==> src/rtl/seq_pattern_detector_pkg.sv <==
// Shared constants and helpers for the sequence pattern detector.
// Pure functions and localparams; no logic, so no latency.
// No flow control here.
package seq_pattern_detector_pkg;

  // Upper bounds for the generic helper arguments.
  localparam int PAT_MAX_W = 64;
  localparam int SYM_MAX_W = 16;

  // Width of the progress readout: clog2(seq_len), never below 1.
  function automatic int prog_w(input int seq_len);
    int w;
    w = $clog2(seq_len);
    return (w < 1) ? 1 : w;
  endfunction

  // All-ones saturation value for a counter of the given width.
  function automatic logic [63:0] cnt_max(input int w);
    return (64'd1 << w) - 64'd1;
  endfunction

  // Symbol i of a flat pattern vector (symbol 0 in the low bits).
  function automatic logic [SYM_MAX_W-1:0] pat_sym(input logic [PAT_MAX_W-1:0] pat,
                                                   input int i, input int num_w);
    logic [PAT_MAX_W-1:0] mask;
    mask = (64'd1 << num_w) - 64'd1;
    return SYM_MAX_W'((pat >> (i * num_w)) & mask);
  endfunction

endpackage

==> src/rtl/seq_pattern_detector_if.sv <==
// Symbol stream, pattern configuration and result bundle for the detector.
// Wires only; no latency.
// Valid-only input: the detector always accepts, so there is no ready.
interface seq_pattern_detector_if
  import seq_pattern_detector_pkg::*;
#(
  parameter int NUM_W   = 3,
  parameter int SEQ_LEN = 3,
  parameter int CNT_W   = 8
) ();

  localparam int PROG_W = prog_w(SEQ_LEN);

  logic                     in_valid;
  logic [NUM_W-1:0]         num;
  logic [SEQ_LEN*NUM_W-1:0] pattern;
  logic                     overlap;
  logic                     clear;
  logic                     hit;
  logic [CNT_W-1:0]         match_cnt;
  logic [PROG_W-1:0]        progress;

  // Stream source / observer side.
  modport master (
    output in_valid, num, pattern, overlap, clear,
    input  hit, match_cnt, progress
  );

  // Detector side.
  modport slave (
    input  in_valid, num, pattern, overlap, clear,
    output hit, match_cnt, progress
  );

endinterface

==> src/rtl/seq_pattern_detector_prefix_match.sv <==
// Compares the history+new symbol window against every pattern prefix at once.
// Purely combinational; results are registered by the top level.
// No flow control; evaluated every cycle, used only on accepting edges.
module seq_prefix_match
  import seq_pattern_detector_pkg::*;
#(
  parameter int NUM_W   = 3,
  parameter int SEQ_LEN = 3,
  parameter int PROG_W  = 2
) (
  input  logic [(SEQ_LEN-1)*NUM_W-1:0] i_history,
  input  logic [NUM_W-1:0]             i_num,
  input  logic [PROG_W-1:0]            i_fill,
  input  logic [SEQ_LEN*NUM_W-1:0]     i_pattern,
  output logic                         o_match,
  output logic [PROG_W-1:0]            o_fill_nxt,
  output logic [PROG_W-1:0]            o_prog_nxt
);

  localparam logic [PROG_W-1:0] FILL_FULL = PROG_W'(SEQ_LEN - 1);

  logic [PAT_MAX_W-1:0] w_pat_ext;
  logic [NUM_W-1:0]     w_win [SEQ_LEN];
  logic [NUM_W-1:0]     w_pat [SEQ_LEN];
  logic [SEQ_LEN-1:1]   w_pre_ok;
  logic                 w_full;

  assign w_pat_ext = PAT_MAX_W'(i_pattern);

  // Window: history slot 0 is oldest, the incoming symbol is newest.
  for (genvar j = 0; j < SEQ_LEN - 1; j++) begin : g_win
    assign w_win[j] = i_history[j*NUM_W +: NUM_W];
  end
  assign w_win[SEQ_LEN-1] = i_num;

  for (genvar j = 0; j < SEQ_LEN; j++) begin : g_pat
    assign w_pat[j] = NUM_W'(pat_sym(w_pat_ext, j, NUM_W));
  end

  // Full-window compare plus, for each k, newest k symbols vs. pattern prefix of length k.
  always_comb begin
    w_full   = 1'b1;
    w_pre_ok = '1;
    for (int j = 0; j < SEQ_LEN; j++) begin
      if (w_win[j] != w_pat[j]) w_full = 1'b0;
    end
    for (int k = 1; k < SEQ_LEN; k++) begin
      for (int j = 0; j < k; j++) begin
        if (w_win[SEQ_LEN-k+j] != w_pat[j]) w_pre_ok[k] = 1'b0;
      end
    end
  end

  assign o_match    = w_full && (i_fill == FILL_FULL);
  assign o_fill_nxt = (i_fill >= FILL_FULL) ? FILL_FULL : i_fill + PROG_W'(1);

  // Longest matching prefix that fits inside the post-update fill (KMP-style recovery).
  always_comb begin
    o_prog_nxt = '0;
    for (int k = 1; k < SEQ_LEN; k++) begin
      if (w_pre_ok[k] && (k <= int'(o_fill_nxt))) o_prog_nxt = PROG_W'(k);
    end
  end

endmodule

==> src/rtl/seq_pattern_detector.sv <==
// Monitors a symbol stream for a programmable SEQ_LEN-symbol pattern; counts hits.
// hit pulses the cycle after the final symbol is sampled; progress updates on the same edge.
// Never stalls the stream: every valid symbol is consumed on its edge.
module seq_pattern_detector
  import seq_pattern_detector_pkg::*;
#(
  parameter int NUM_W   = 3,
  parameter int SEQ_LEN = 3,
  parameter int CNT_W   = 8
) (
  input logic                  clk,
  input logic                  reset,
  seq_pattern_detector_if.slave bus
);

  localparam int               PROG_W  = prog_w(SEQ_LEN);
  localparam int               HIST_W  = (SEQ_LEN - 1) * NUM_W;
  localparam logic [CNT_W-1:0] CNT_MAX = CNT_W'(cnt_max(CNT_W));

  logic [HIST_W-1:0] r_hist;
  logic [PROG_W-1:0] r_fill;
  logic [PROG_W-1:0] r_prog;
  logic              r_hit;
  logic [CNT_W-1:0]  r_cnt;

  logic [HIST_W-1:0] w_hist_nxt;
  logic              w_match;
  logic [PROG_W-1:0] w_fill_nxt;
  logic [PROG_W-1:0] w_prog_nxt;

  seq_prefix_match #(
    .NUM_W   (NUM_W),
    .SEQ_LEN (SEQ_LEN),
    .PROG_W  (PROG_W)
  ) u_prefix (
    .i_history  (r_hist),
    .i_num      (bus.num),
    .i_fill     (r_fill),
    .i_pattern  (bus.pattern),
    .o_match    (w_match),
    .o_fill_nxt (w_fill_nxt),
    .o_prog_nxt (w_prog_nxt)
  );

  // Drop the oldest symbol, append the new one at the top.
  if (SEQ_LEN == 2) begin : g_shift_one
    assign w_hist_nxt = bus.num;
  end else begin : g_shift_many
    assign w_hist_nxt = {bus.num, r_hist[HIST_W-1:NUM_W]};
  end

  // History, fill, progress and hit pulse; bubbles hold everything but hit.
  always_ff @(posedge clk) begin
    if (reset) begin
      r_hist <= '0;
      r_fill <= '0;
      r_prog <= '0;
      r_hit  <= 1'b0;
    end else begin
      r_hit <= 1'b0;
      if (bus.in_valid) begin
        r_hist <= w_hist_nxt;
        r_hit  <= w_match;
        if (w_match && !bus.overlap) begin
          r_fill <= '0;
          r_prog <= '0;
        end else begin
          r_fill <= w_fill_nxt;
          r_prog <= w_prog_nxt;
        end
      end
    end
  end

  // Saturating hit counter; clear beats a coincident increment.
  always_ff @(posedge clk) begin
    if (reset) begin
      r_cnt <= '0;
    end else if (bus.clear) begin
      r_cnt <= '0;
    end else if (bus.in_valid && w_match && (r_cnt != CNT_MAX)) begin
      r_cnt <= r_cnt + CNT_W'(1);
    end
  end

  assign bus.hit       = r_hit;
  assign bus.match_cnt = r_cnt;
  assign bus.progress  = r_prog;

endmodule
==> src/flat_wrapper.sv <==
// flat-port wrapper written by rule: the top's interface ports become plain ports
module seq_pattern_detector_flat import seq_pattern_detector_pkg::*;
#(
  parameter int NUM_W   = 3,
  parameter int SEQ_LEN = 3,
  parameter int CNT_W   = 8
)
  (clk, reset, bus_in_valid, bus_num, bus_pattern, bus_overlap, bus_clear, bus_hit, bus_match_cnt, bus_progress);
  seq_pattern_detector_if #(.NUM_W(NUM_W), .SEQ_LEN(SEQ_LEN), .CNT_W(CNT_W)) bus_i ();
  input logic clk;
  input logic reset;
  input wire logic [$bits(bus_i.in_valid)-1:0] bus_in_valid;
  input wire logic [$bits(bus_i.num)-1:0] bus_num;
  input wire logic [$bits(bus_i.pattern)-1:0] bus_pattern;
  input wire logic [$bits(bus_i.overlap)-1:0] bus_overlap;
  input wire logic [$bits(bus_i.clear)-1:0] bus_clear;
  output wire logic [$bits(bus_i.hit)-1:0] bus_hit;
  output wire logic [$bits(bus_i.match_cnt)-1:0] bus_match_cnt;
  output wire logic [$bits(bus_i.progress)-1:0] bus_progress;
  assign bus_i.in_valid = bus_in_valid;
  assign bus_i.num = bus_num;
  assign bus_i.pattern = bus_pattern;
  assign bus_i.overlap = bus_overlap;
  assign bus_i.clear = bus_clear;
  assign bus_hit = bus_i.hit;
  assign bus_match_cnt = bus_i.match_cnt;
  assign bus_progress = bus_i.progress;
  seq_pattern_detector #(.NUM_W(NUM_W), .SEQ_LEN(SEQ_LEN), .CNT_W(CNT_W)) u_core (.clk(clk), .reset(reset), .bus(bus_i));
endmodule
==> config.mk <==
export PLATFORM = sky130hd
export DESIGN_NAME = seq_pattern_detector_flat
export DESIGN_NICKNAME = d
export VERILOG_FILES = /design/src/rtl/seq_pattern_detector_pkg.sv /design/src/rtl/seq_pattern_detector_if.sv /design/src/rtl/seq_pattern_detector_prefix_match.sv /design/src/rtl/seq_pattern_detector.sv /design/src/flat_wrapper.sv
export SDC_FILE = /design/constraint.sdc
export NUM_CORES = 1
export LEC_CHECK = 0
export BUFFER_PORTS_ARGS = -buffer_cell sky130_fd_sc_hd__buf_2
export CAP_MARGIN = 15
export CORE_MARGIN = 2
export CORE_UTILIZATION = 55
export CTS_BUF_LIST = sky130_fd_sc_hd__clkbuf_8 sky130_fd_sc_hd__clkbuf_16
export DETAILED_ROUTE_END_ITERATION = 16
export GPL_TIMING_DRIVEN = 0
export PLACE_DENSITY = 0.83
export SETUP_SLACK_MARGIN = 0.02
export SLEW_MARGIN = 10
export SYNTH_ARGS = -nofsm -noshare
export SYNTH_HDL_FRONTEND = slang
export SYNTH_HIERARCHICAL = 1
export SYNTH_SLANG_ARGS = --single-unit
==> constraint.sdc <==
create_clock -name clk -period 2.8 [get_ports clk]
set_clock_uncertainty 0.1 [all_clocks]
set_input_delay 0.14 -clock clk [delete_from_list [all_inputs] [get_ports clk]]
set_output_delay 0.14 -clock clk [all_outputs]
set_load 0.005 [all_outputs]
* Word-level counts from Yosys, hierarchy flattened
Index checks and enable logic that the tools add are counted.
W data, S select, Z words.
** Storage, ports and cells
- Register bits after elaboration :: 19
- Bits of input ports :: 17
- Output and inout bits :: 11
- Word-level logic and storage cells :: 39
** Cells by class
- Add/sub/neg operators :: 2
- Magnitude comparators :: 3
- Eq/ne operators :: 8
- Mux-type cells :: 11
- Bitwise logic cells :: 1
- Reduce and logical (&&, ||, !) cells :: 9
** Operators by type and width (count)
- $ne A3 B3 Y1 :: 6
- $add A8 B1 Y8 const B :: 1
- $mux W2 :: 4
- $ne A8 B8 Y1 const B :: 1
- $mux W1 :: 7
- $logic_and A1 B1 Y1 :: 6
- $reduce_or A2 Y1 :: 2
- $add A2 B1 Y2 const B :: 1
- $eq A2 B2 Y1 const B :: 1
- $ge A2 B2 Y1 const B :: 1
- $le A1 B2 Y1 const A :: 1
- $le A2 B2 Y1 const A :: 1
- $logic_not A1 Y1 :: 1
- $not A1 Y1 :: 1

* Logic depth before layout (Yosys ltp)
- Depth in word-level cells :: 7
- Mapped depth :: 6
- Depth with buffers taken out :: 6

* Hierarchy
The synthesis kept the hierarchy.
** Modules (own cells, without submodules)
- seq_pattern_detector :: instances 1, cells an instance 90, area each 852.1 sq um, seq. area each 380.4 sq um
- seq_prefix_match :: instances 1, cells an instance 29, area each 227.7 sq um, seq. area each 0.0 sq um

* Worst setup path after synthesis
OpenSTA, ideal clock, no wires.
- Path kind :: reg2reg
- Start :: register u_core.r_hist[3]
- End :: register u_core.r_cnt[5], in the netlist u_core/bus.match_cnt[5]
- Setup time :: 0.122 ns
- Arrival :: 1.512 ns
- Required time :: 2.578 ns
- Setup slack :: 1.066 ns
- Stages on the path, launching flop included :: 7
- Buffers on the path :: 0
- Clock period less this slack :: 1.734 ns
- Cells stage by stage :: dfxtp_1 > xnor2_1 > nand4_1 > nor3_2 > and4_4 > nand2_2 > o311a_1
** On the way
- Cells in the longest elaborated chain, start to end :: 6
** Ends and longest elaborated chain
- start: declaration :: line seq_pattern_detector.sv:20 : logic [HIST_W-1:0] r_hist;
- start signal: assignment :: line seq_pattern_detector.sv:62 : r_hist <= w_hist_nxt;
- $ne A3 B3 Y1 :: line seq_pattern_detector_prefix_match.sv:45 : if (w_win[j] != w_pat[j]) w_full = 1'b0;
- $mux W1 (2 in a row) :: line seq_pattern_detector_prefix_match.sv:45
- $logic_and A1 B1 Y1 :: line seq_pattern_detector_prefix_match.sv:54 : assign o_match = w_full && (i_fill == FILL_FULL);
- named net u_core.w_match :: line seq_pattern_detector.sv:27 : logic w_match;
- $logic_and A1 B1 Y1 (2 in a row) :: line seq_pattern_detector.sv:81 : end else if (bus.in_valid && w_match && (r_cnt != CNT_MAX)) begin
- end signal: assignment :: line seq_pattern_detector.sv:82 : r_cnt <= r_cnt + CNT_W'(1);
- end: declaration :: line seq_pattern_detector.sv:24 : logic [CNT_W-1:0] r_cnt;
The timed path passes the listed nets, and every way through them passes these cells.
A chain may end at the register's enable or synchronous reset.

* Worst setup path after layout
Same ends and word-level chain as after synthesis.

==> run metrics <==
vias in the first global route 868; WS Path Type flop to flop; crit share post-route 70.7%; Num CTS Buffers 3; Rel. slew slack 73.9%; final antenna-violating net count 0; Setup Total Neg Slack 0 ns; DIE AREA 2330 sq um; worst slew pin tran 0.392 ns; Arr. time, crit path 2.03 ns; hold path endpoint u_core/bus.match_cnt[6]; crit path buf inv count 0; All-Layer GR Usage 19.8%; FF+latch count, synth 19; H-Tree Depth 1; Reg2Reg Depth 6; Post-CTS Setup Repair Bufs 0; min-delay src bus_clear; Final setup viols 0; vias per cell 5.40; Hold Vio Cnt, Final 0; RSZ-0062 raised after global routing false; CTS resizes 0; post-synth top area share 35.2%; Overflow after GRT 0; CP Launch Type flop; core area 1900 sq um; Netlist cell types 33; Power Dens Cells 421 nW/um^2; Final Routed Wirelength 2150 um; Net count, final 168; hold_buf cts 0; max-cap viol count 0; run status complete, no violations; Cells after DPL 172; Avg WL per Cell 12.2 um; # clock sinks 19; syn_nets 137; Worst setup EP type flop; Critical R2R Capture u_core/bus.match_cnt[5]; CP max-delay cell dfxtp_1; Critical R2R Launch u_core/r_hist[3]; Mapped Area 1080 sq um; die height 48.3 um; final std cells w/o fill 176; share of cells above drive strength 1 27.5%; IO buf count 26; Die Wd 48.3 um; Initial Utilization 56.8%; final number of max-transition violations 0; Reg clk slew, reported paths 0.07 ns; Syn Area/Cell 9.07 sq um; Rows 16; Synth area leaders dfxtp_1 35%, xnor2_1 12%, mux2i_1 7.4%; first-pass GRT wire length 3710 um; sequential area share after synthesis 35.2%; Hold Path Stages 2; Pre-Repair DR Iteration Count 4; min Tclk post-route 1.98 ns; Synth warnings 6; # diodes 0; Iter 0 DRT Violations 9; Largest stage delay, worst path 0.40 ns; Max Clk Rate 505 MHz; Placer Congestion 0.764; setup slack, reg-to-reg 0.82 ns; most common cell after layout, fill and taps aside buf_2; commonest cells after routing, fill and taps aside 28 x buf_2, 19 x dfxtp_1, 15 x xnor2_1; worst-skew pair later-pin latency 0.25 ns; Vias 951; Hold Crit Class primary input to flop; DRC 0; DP Wirelength 1680 um; Worst VDD drop 0.000323 V; hold_ws 0.0107 ns; Worst path top cell family by delay simple AND/OR/NAND/NOR gates; root buf cell clkbuf_8; Area growth, synth to finish 19.5%; worst-path maximum fanout 5; cells along the critical path xnor2_1 > nand4_1 > nor3_2 > and4_4 > nand2_2 > o311a_1; CP Data Required Time 2.85 ns; post-synthesis instance total 119; antenna violations before repair 0; CTS tree yes; pin count of the biggest net entering global routing 12; cell taking the most area after synthesis dfxtp_1; leakage power total 0.538 nW; io pins 28; clock buffer depth 2
## cell type report
cell class / count / area (sq um)
sequential: 19 / 380
clock inverter: 1 / 5.00
inverter: 2 / 7.51
clock buffer: 3 / 41.3
timing repair buffer: 26 / 130
tap: 27 / 33.8
multi-input combinational: 93 / 663
fill: 160 / 612
buffer: 5 / 28.8
## worst register-to-register path: stages (launching register included)
cell	delay (ns)
dfxtp_1	0.40
xnor2_1	0.16
nand4_1	0.14
nor3_2	0.38
and4_4	0.32
nand2_2	0.07
o311a_1	0.32
## power breakdown
group	internal [mW]	total, mW	leakage [nW]	switching [mW]
Clock	0.0988	0.186	0.0255	0.0871
Combinational	0.0372	0.0741	0.358	0.0368
Sequential	0.277	0.283	0.154	0.00597
Total	0.413	0.543	0.538	0.130
## Yosys cell counts
library cell	count
a21oi_1	8
a21oi_2	1
a41o_1	2
and3_1	1
and3b_1	2
and4_1	2
and4_4	1
buf_2	2
buf_4	2
clkbuf_1	1
dfxtp_1	19
ha_1	1
inv_1	2
mux2i_1	8
nand2_1	8
nand2_2	1
nand2b_1	5
nand3_1	7
nand3b_1	1
nand4_1	5
nor2_1	9
nor2_4	1
nor3_2	2
nor3b_1	1
nor4_2	1
o2111ai_1	2
o21a_1	1
o21ai_1	1
o311a_1	2
or3_1	1
or3b_1	1
xnor2_1	15
xor2_1	3
## flip-flops by register name, indices dropped and copies added (netlist names)
register and count:
u_core/bus.hit 1, u_core/r_fill 2, u_core/r_hist 6, u_core/bus.match_cnt 8, u_core/bus.progress 2
## layer usage
layer,track usage [%],vias up,share of wire [%]
li1,-,486,-
met1,23.2,439,43
met2,35.9,24,52
met3,4.01,2,5.2
met4,7.14,0,0.42
met5,0,-,0
## worst max path at each step
stage / start / end / slack (ns) / cells past startpoint
global placement: u_core/r_hist[3] / u_core/bus.match_cnt[7] / 0.88 / 6
finish: u_core/r_hist[3] / u_core/bus.match_cnt[5] / 0.82 / 6
CTS: u_core/r_hist[3] / u_core/bus.match_cnt[5] / 0.83 / 6
global route: u_core/r_hist[3] / u_core/bus.match_cnt[6] / 0.76 / 6
floorplan: u_core/r_hist[3] / u_core/bus.match_cnt[5] / 1.07 / 6
detailed placement: u_core/r_hist[3] / u_core/bus.match_cnt[5] / 0.86 / 6
## stage by stage
stage	cell area (sq um)	power [mW]	util [%]	setup WS (ns)
2_1_floorplan	1080	0.336	-	1.07
3_3_place_gp	1240	0.361	65.4	0.884
3_5_place_dp	1240	0.363	65.4	0.856
4_1_cts	1290	0.551	67.8	0.835
5_1_grt	1290	0.571	67.8	0.757
6_report	1290	0.543	67.8	0.821
## logic make-up after synthesis
group | after synthesis | share of synthesized area [%]
flip-flops | 19 | 35.2
XOR/XNOR | 18 | 14.6
adder cells (fa/ha/maj) | 1 | 1.16
buffers and inverters | 7 | 3.36
multiplexers | 8 | 7.42
AO/OA/AOI/OAI | 17 | 11.0
AND/OR/NAND/NOR | 49 | 27.2
Power figures use the tool's default switching activity.
